===== config.mk =====
export PLATFORM = sky130hd
export DESIGN_NAME = l1_mem_req_arbiter
export DESIGN_NICKNAME = d
export VERILOG_FILES = /design/src/rtl/l1_mem_req_arbiter.sv
export SDC_FILE = /design/constraint.sdc
export NUM_CORES = 1
export LEC_CHECK = 0
export BUFFER_PORTS_ARGS = -buffer_cell sky130_fd_sc_hd__buf_2
export CAP_MARGIN = 20
export CORE_AREA = 2 2 168 170
export CTS_CLUSTER_DIAMETER = 50
export DETAILED_ROUTE_END_ITERATION = 16
export DIE_AREA = 0 0 170 172
export PLACE_DENSITY = 0.58
export SYNTH_ARGS = -nofsm -noshare
export SYNTH_HDL_FRONTEND = slang
export SYNTH_SLANG_ARGS = --single-unit

===== constraint.sdc =====
create_clock -name clk_i -period 5.6 [get_ports clk_i]
set_input_delay 0.28 -clock clk_i [delete_from_list [all_inputs] [get_ports clk_i]]
set_output_delay 0.28 -clock clk_i [all_outputs]
set_load 0.03 [all_outputs]

===== src/rtl/l1_mem_req_arbiter.sv =====
// l1_mem_req_arbiter: shares the L1-to-memory request port between the I-cache
// refill (IC), D-cache read miss (DR) and D-cache write-buffer store (DW) paths.
// Round-robin arbitration feeds a registered output stage. Stores are throttled
// to MaxOutstandingStores unacknowledged requests. Responses are routed back to
// their requester by source ID.
//
// Ports:
//   clk_i, rst_i                  clock, asynchronous active-high reset
//   ic_req_*                      I-cache request (valid/ready, addr, tid)
//   dr_req_*                      D-cache read-miss request (valid/ready, addr, tid)
//   dw_req_*                      store request (valid/ready, addr, data, be, tid)
//   mem_req_*                     registered request to the memory adapter
//   mem_rtrn_valid_i/src_i        response from memory, tagged with its source
//   ic_rtrn_valid_o, dr_rtrn_valid_o, dw_ack_o   demultiplexed responses
//   store_cnt_o                   outstanding-store count
//   stores_idle_o                 no store held in the output stage or outstanding
module l1_mem_req_arbiter #(
  parameter int unsigned AddrWidth            = 64,
  parameter int unsigned DataWidth            = 64,
  parameter int unsigned TidWidth             = 2,
  parameter int unsigned MaxOutstandingStores = 7
) (
  input  logic                   clk_i,
  input  logic                   rst_i,
  input  logic                   ic_req_valid_i,
  output logic                   ic_req_ready_o,
  input  logic [AddrWidth-1:0]   ic_req_addr_i,
  input  logic [TidWidth-1:0]    ic_req_tid_i,
  input  logic                   dr_req_valid_i,
  output logic                   dr_req_ready_o,
  input  logic [AddrWidth-1:0]   dr_req_addr_i,
  input  logic [TidWidth-1:0]    dr_req_tid_i,
  input  logic                   dw_req_valid_i,
  output logic                   dw_req_ready_o,
  input  logic [AddrWidth-1:0]   dw_req_addr_i,
  input  logic [DataWidth-1:0]   dw_req_data_i,
  input  logic [DataWidth/8-1:0] dw_req_be_i,
  input  logic [TidWidth-1:0]    dw_req_tid_i,
  output logic                   mem_req_valid_o,
  input  logic                   mem_req_ready_i,
  output logic [1:0]             mem_req_src_o,
  output logic                   mem_req_we_o,
  output logic [AddrWidth-1:0]   mem_req_addr_o,
  output logic [DataWidth-1:0]   mem_req_data_o,
  output logic [DataWidth/8-1:0] mem_req_be_o,
  output logic [TidWidth-1:0]    mem_req_tid_o,
  input  logic                   mem_rtrn_valid_i,
  input  logic [1:0]             mem_rtrn_src_i,
  output logic                   ic_rtrn_valid_o,
  output logic                   dr_rtrn_valid_o,
  output logic                   dw_ack_o,
  output logic [7:0]             store_cnt_o,
  output logic                   stores_idle_o
);

  localparam int unsigned BeWidth  = DataWidth / 8;
  localparam int unsigned CntWidth = 8;
  localparam logic [1:0]  SrcIc    = 2'd0;
  localparam logic [1:0]  SrcDr    = 2'd1;
  localparam logic [1:0]  SrcDw    = 2'd2;

  logic [1:0]          rr_ptr_q;
  logic [1:0]          rr_ptr_d;
  logic [CntWidth-1:0] store_cnt_q;
  logic [2:0]          elig;
  logic                any_elig;
  logic [1:0]          winner;
  logic                load_en;
  logic                grant;
  logic                store_inc;
  logic                store_ack;

  // Eligibility; stores are held off once the outstanding limit is reached
  always_comb begin
    elig[0] = ic_req_valid_i;
    elig[1] = dr_req_valid_i;
    elig[2] = dw_req_valid_i && (store_cnt_q < CntWidth'(MaxOutstandingStores));
  end

  // First eligible requester searching from the pointer, wrapping IC->DR->DW
  always_comb begin
    winner   = SrcIc;
    any_elig = |elig;
    case (rr_ptr_q)
      SrcDr: begin
        if (elig[1])      winner = SrcDr;
        else if (elig[2]) winner = SrcDw;
        else              winner = SrcIc;
      end
      SrcDw: begin
        if (elig[2])      winner = SrcDw;
        else if (elig[0]) winner = SrcIc;
        else              winner = SrcDr;
      end
      default: begin
        if (elig[0])      winner = SrcIc;
        else if (elig[1]) winner = SrcDr;
        else              winner = SrcDw;
      end
    endcase
  end

  // Grant only when the output register can accept a new request
  always_comb begin
    load_en        = !mem_req_valid_o || mem_req_ready_i;
    grant          = load_en && any_elig && !rst_i;
    ic_req_ready_o = grant && (winner == SrcIc);
    dr_req_ready_o = grant && (winner == SrcDr);
    dw_req_ready_o = grant && (winner == SrcDw);
    rr_ptr_d       = rr_ptr_q;
    if (grant) rr_ptr_d = (winner == SrcDw) ? SrcIc : winner + 2'd1;
  end

  always_ff @(posedge clk_i or posedge rst_i) begin
    if (rst_i) rr_ptr_q <= SrcIc;
    else       rr_ptr_q <= rr_ptr_d;
  end

  // Registered request stage; held stable while memory back-pressures
  always_ff @(posedge clk_i or posedge rst_i) begin
    if (rst_i) begin
      mem_req_valid_o <= 1'b0;
      mem_req_src_o   <= 2'd0;
      mem_req_we_o    <= 1'b0;
      mem_req_addr_o  <= '0;
      mem_req_data_o  <= '0;
      mem_req_be_o    <= '0;
      mem_req_tid_o   <= '0;
    end else if (grant) begin
      mem_req_valid_o <= 1'b1;
      mem_req_src_o   <= winner;
      mem_req_we_o    <= (winner == SrcDw);
      case (winner)
        SrcDr: begin
          mem_req_addr_o <= dr_req_addr_i;
          mem_req_data_o <= '0;
          mem_req_be_o   <= '0;
          mem_req_tid_o  <= dr_req_tid_i;
        end
        SrcDw: begin
          mem_req_addr_o <= dw_req_addr_i;
          mem_req_data_o <= dw_req_data_i;
          mem_req_be_o   <= dw_req_be_i;
          mem_req_tid_o  <= dw_req_tid_i;
        end
        default: begin
          mem_req_addr_o <= ic_req_addr_i;
          mem_req_data_o <= '0;
          mem_req_be_o   <= BeWidth'(0);
          mem_req_tid_o  <= ic_req_tid_i;
        end
      endcase
    end else if (mem_req_ready_i) begin
      mem_req_valid_o <= 1'b0;
    end
  end

  // Outstanding-store count; a stray ack at zero is ignored
  always_comb begin
    store_inc = grant && (winner == SrcDw);
    store_ack = mem_rtrn_valid_i && (mem_rtrn_src_i == SrcDw);
  end

  always_ff @(posedge clk_i or posedge rst_i) begin
    if (rst_i) begin
      store_cnt_q <= '0;
    end else if (store_inc && !store_ack) begin
      store_cnt_q <= store_cnt_q + CntWidth'(1);
    end else if (!store_inc && store_ack && (store_cnt_q != '0)) begin
      store_cnt_q <= store_cnt_q - CntWidth'(1);
    end
  end

  // Response demux; source 3 is not a requester and is dropped
  always_comb begin
    ic_rtrn_valid_o = !rst_i && mem_rtrn_valid_i && (mem_rtrn_src_i == SrcIc);
    dr_rtrn_valid_o = !rst_i && mem_rtrn_valid_i && (mem_rtrn_src_i == SrcDr);
    dw_ack_o        = !rst_i && store_ack;
    store_cnt_o     = store_cnt_q;
    stores_idle_o   = (store_cnt_q == '0) && !(mem_req_valid_o && mem_req_we_o);
  end

  // Protocol checks on the return path
  always @(posedge clk_i) begin
    if (!rst_i && mem_rtrn_valid_i) begin
      assert (!(store_ack && (store_cnt_q == '0)))
        else $warning("store ack received with no outstanding store");
      assert (mem_rtrn_src_i != 2'd3)
        else $warning("response with reserved source 3 dropped");
    end
    if (!rst_i) begin
      assert (store_cnt_q <= CntWidth'(MaxOutstandingStores))
        else $error("outstanding store count above limit");
    end
  end

endmodule


==> results.md <==
* Critical Path RT at 5.32 ns
* CP Cell Sequence: nor4_4, nand4_1, a221o_1, nand2_1, ha_4, buf_4, buf_4, and2_1, buf_2
* Share of layout cells above drive strength 1 at 38.8%
* Final core utilization at 37.8%
* DP Wirelength at 19200 um
* Core area at 27500 um2
* Most common cell after layout, fill and taps aside: buf_2
* Startpoint types: flip-flop
* Post-Synthesis Cells at 864
* Gpl congestion at 0.821
* Vias at 7504
* Fmax at 243 MHz
* Vias per cell at 4.64
* Post-Route WL at 25800 um
* Synth cell types at 42
* Total track usage at 16.9%
* Max Root-Sink Buffers at 2
* Worst setup EP type: primary output
* Syn Std Cell Area at 7450 um2
* # IOs at 436
* Global-route wire length before repair at 38300 um
* Row count at 61
* Status: finished clean
* Fin. max-slew vios at 0
* Avg Inst Size Synth at 8.63 um2
* Die Ht at 172 um
* Initial antenna violation count at 1
* Peak supply drop at 0.000360 V
* Register area share after synthesis at 51.0%
* Hold Fails Final Rpt at 0
* H-tree Lvls at 4
* Ys Warns at 0
* Antenna-violating nets left at 0
* Drt wl/cell at 15.9 um
* CP Max Fanout at 78
* Arr. time, crit path at 3.83 ns
* Post-cts sizing count at 0
* Post-synth net total at 1157
* Fin crit share at 73.4%
* Classification of the worst setup path: flip-flop to primary output
* PortBufs at 435
* RSZ-0062 raised after global routing: no
* Post-synthesis sequential element count at 152
* Fin Clk Skew at 0.0149 ns
* Reg clk slew, reported paths at 0.07 ns
* Die area at 29200 um2
* Worst-Margin Slew at 1.04 ns
* Setup violators final at 0
* Commonest cells after routing, fill and taps aside: buf_2 (435), nand2_1 (284), dfrtp_1 (152)
* Clock Sinks at 152
* Worst skew pair latency at 0.42 ns
* Clk root buf: clkbuf_16
* DRC Markers at 0
* Slowest stage cell, crit path: buf_4
* Drt first pass iters at 5
* Setup bufs post-CTS at 0
* # Max-Cap Violations at 0
* Leak at 5.73 nW
* Largest net degree at the start of global routing at 94
* Minimum clock period at 4.11 ns
* Critical Path Max Stage Delay at 0.64 ns
* CTS tree: built
* Antenna Cells at 0
* HP Class: input port to asynchronous set/reset pin
* Global route total overflow at 0
* Fin nets at 1552
* Flop2flop setup slack at 1.83 ns
* Hold Buf Count CTS at 0
* Async set or reset register ratio after synthesis at 100%
* Post-synth EDFFs at 0
* Synth-to-layout area growth at 39.5%
* Initial core utilization at 27.1%
* Die X at 170 um
* TritonCTS buffer count at 17
* P per Cell Area at 595 nW/um2
* Setup tns final at 0 ns
* Vias in the first global route at 7003
* Top_reg_cell synth: dfrtp_1
* Starting DRT DRC Count at 459
* Slew HR at 30.5%
* Top cell by count, worst path: buf_4
==> per-stage QoR <==
stage / total power, mW / std cells / setup WS (ns) / area (um2) / hold WS, ns
after floorplan: 4.04 / 864 / 0.561 / 7450 / 0.425
after global placement: 5.04 / 1586 / 1.87 / 9820 / 0.444
after detailed placement: 5.11 / 1586 / 1.82 / 9820 / 0.450
after CTS: 6.30 / 1618 / 1.37 / 10400 / 0.0607
after global routing: 6.71 / 1618 / 1.21 / 10400 / 0.0671
final: 6.19 / 1618 / 1.49 / 10400 / 0.0872
==> kinds of logic (layout without fill, tap and decap cells) <==
kind of cell | Yosys count | after routing | synth area share (%)
AO/OA/AOI/OAI | 225 | 225 | 18.1
XOR/XNOR | 7 | 7 | 0.823
adder cells (fa/ha/maj) | 14 | 14 | 2.45
buffers and inverters | 78 | 486 | 5.27
flip-flops | 152 | 152 | 51.0
multiplexers | 7 | 7 | 1.01
AND/OR/NAND/NOR | 381 | 381 | 21.3
==> synth_stat cells (2+ instances only) <==
| library cell | count | area, um2 |
|---|---|---|
| buf_2 | 4 | 20.0 |
| xnor2_1 | 4 | 35.0 |
| nor2b_1 | 2 | 12.5 |
| nand3_1 | 75 | 375 |
| a211oi_1 | 3 | 22.5 |
| and2_1 | 3 | 18.8 |
| o21ai_1 | 36 | 180 |
| or3_1 | 2 | 12.5 |
| or2_2 | 2 | 12.5 |
| xor2_1 | 3 | 26.3 |
| a21oi_1 | 5 | 25.0 |
| dfrtp_1 | 152 | 3800 |
| buf_1 | 7 | 26.3 |
| nor3_1 | 3 | 15.0 |
| mux2_2 | 4 | 45.0 |
| a22oi_1 | 66 | 495 |
| clkbuf_1 | 44 | 165 |
| nor2_1 | 3 | 11.3 |
| mux2i_1 | 3 | 30.0 |
| inv_1 | 9 | 33.8 |
| o21ai_0 | 104 | 521 |
| nand2_1 | 284 | 1070 |
| buf_6 | 12 | 135 |
| a21o_1 | 4 | 30.0 |
| ha_1 | 13 | 163 |
==> registers in the layout, indices dropped and copies added, names as in the netlist <==
name,count
mem_req_data_o,64
mem_req_src_o,2
rr_ptr_q,2
mem_req_be_o,8
mem_req_addr_o,64
mem_req_we_o,1
store_cnt_o,8
mem_req_tid_o,2
mem_req_valid_o,1
==> per-layer routing <==
| layer | up-vias | track usage (%) | routed length (um) |
|---|---|---|---|
| li1 | 3754 | - | - |
| met1 | 3406 | 21.2 | 10800 |
| met2 | 323 | 29.2 | 12800 |
| met3 | 19 | 4.44 | 1970 |
| met4 | 2 | 3.90 | 288 |
| met5 | - | 0 | 13 |
==> final timing paths <==
| kind | startpoint | to | cells after the start |
|---|---|---|---|
| max | store_cnt_o[4] | dw_req_ready_o | 9 |
| min in group clk_i | dw_req_data_i[7] | mem_req_data_o[7] | 3 |
| min reg2reg | mem_req_data_o[57] | mem_req_data_o[57] | 2 |
| max in group asynchronous | rst_i | store_cnt_o[4] | 3 |
| min | rst_i | rr_ptr_q[1] | 2 |
| max reg2reg | store_cnt_o[4] | store_cnt_o[6] | 14 |
==> area by class of cell <==
type | count | area, um2
Clock buffer | 19 | 443
Clock inverter | 13 | 134
Fill cell | 2952 | 17100
Inverter | 9 | 38.8
Multi-Input combinational cell | 634 | 3290
Sequential cell | 152 | 3800
Tap cell | 346 | 433
Timing Repair Buffer | 445 | 2250
==> critical path: cells and delay by family, from the launching register on <==
| kind | cells | cell delay, ns |
|---|---|---|
| simple gates | 4 | 1.04 |
| buf+inv | 3 | 1.42 |
| fa+ha+maj | 1 | 0.18 |
| flops | 1 | 0.42 |
| compound gates | 1 | 0.33 |
==> power breakdown <==
part           leakage (nW)  switching [mW]  total [mW]  internal [mW]
combinational          3.46            2.33        3.36           1.03
sequential             1.99           0.203        1.66           1.46
clock                 0.280           0.526        1.17          0.640
total                  5.73            3.06        6.19           3.13
Power figures use the tool's default switching activity.
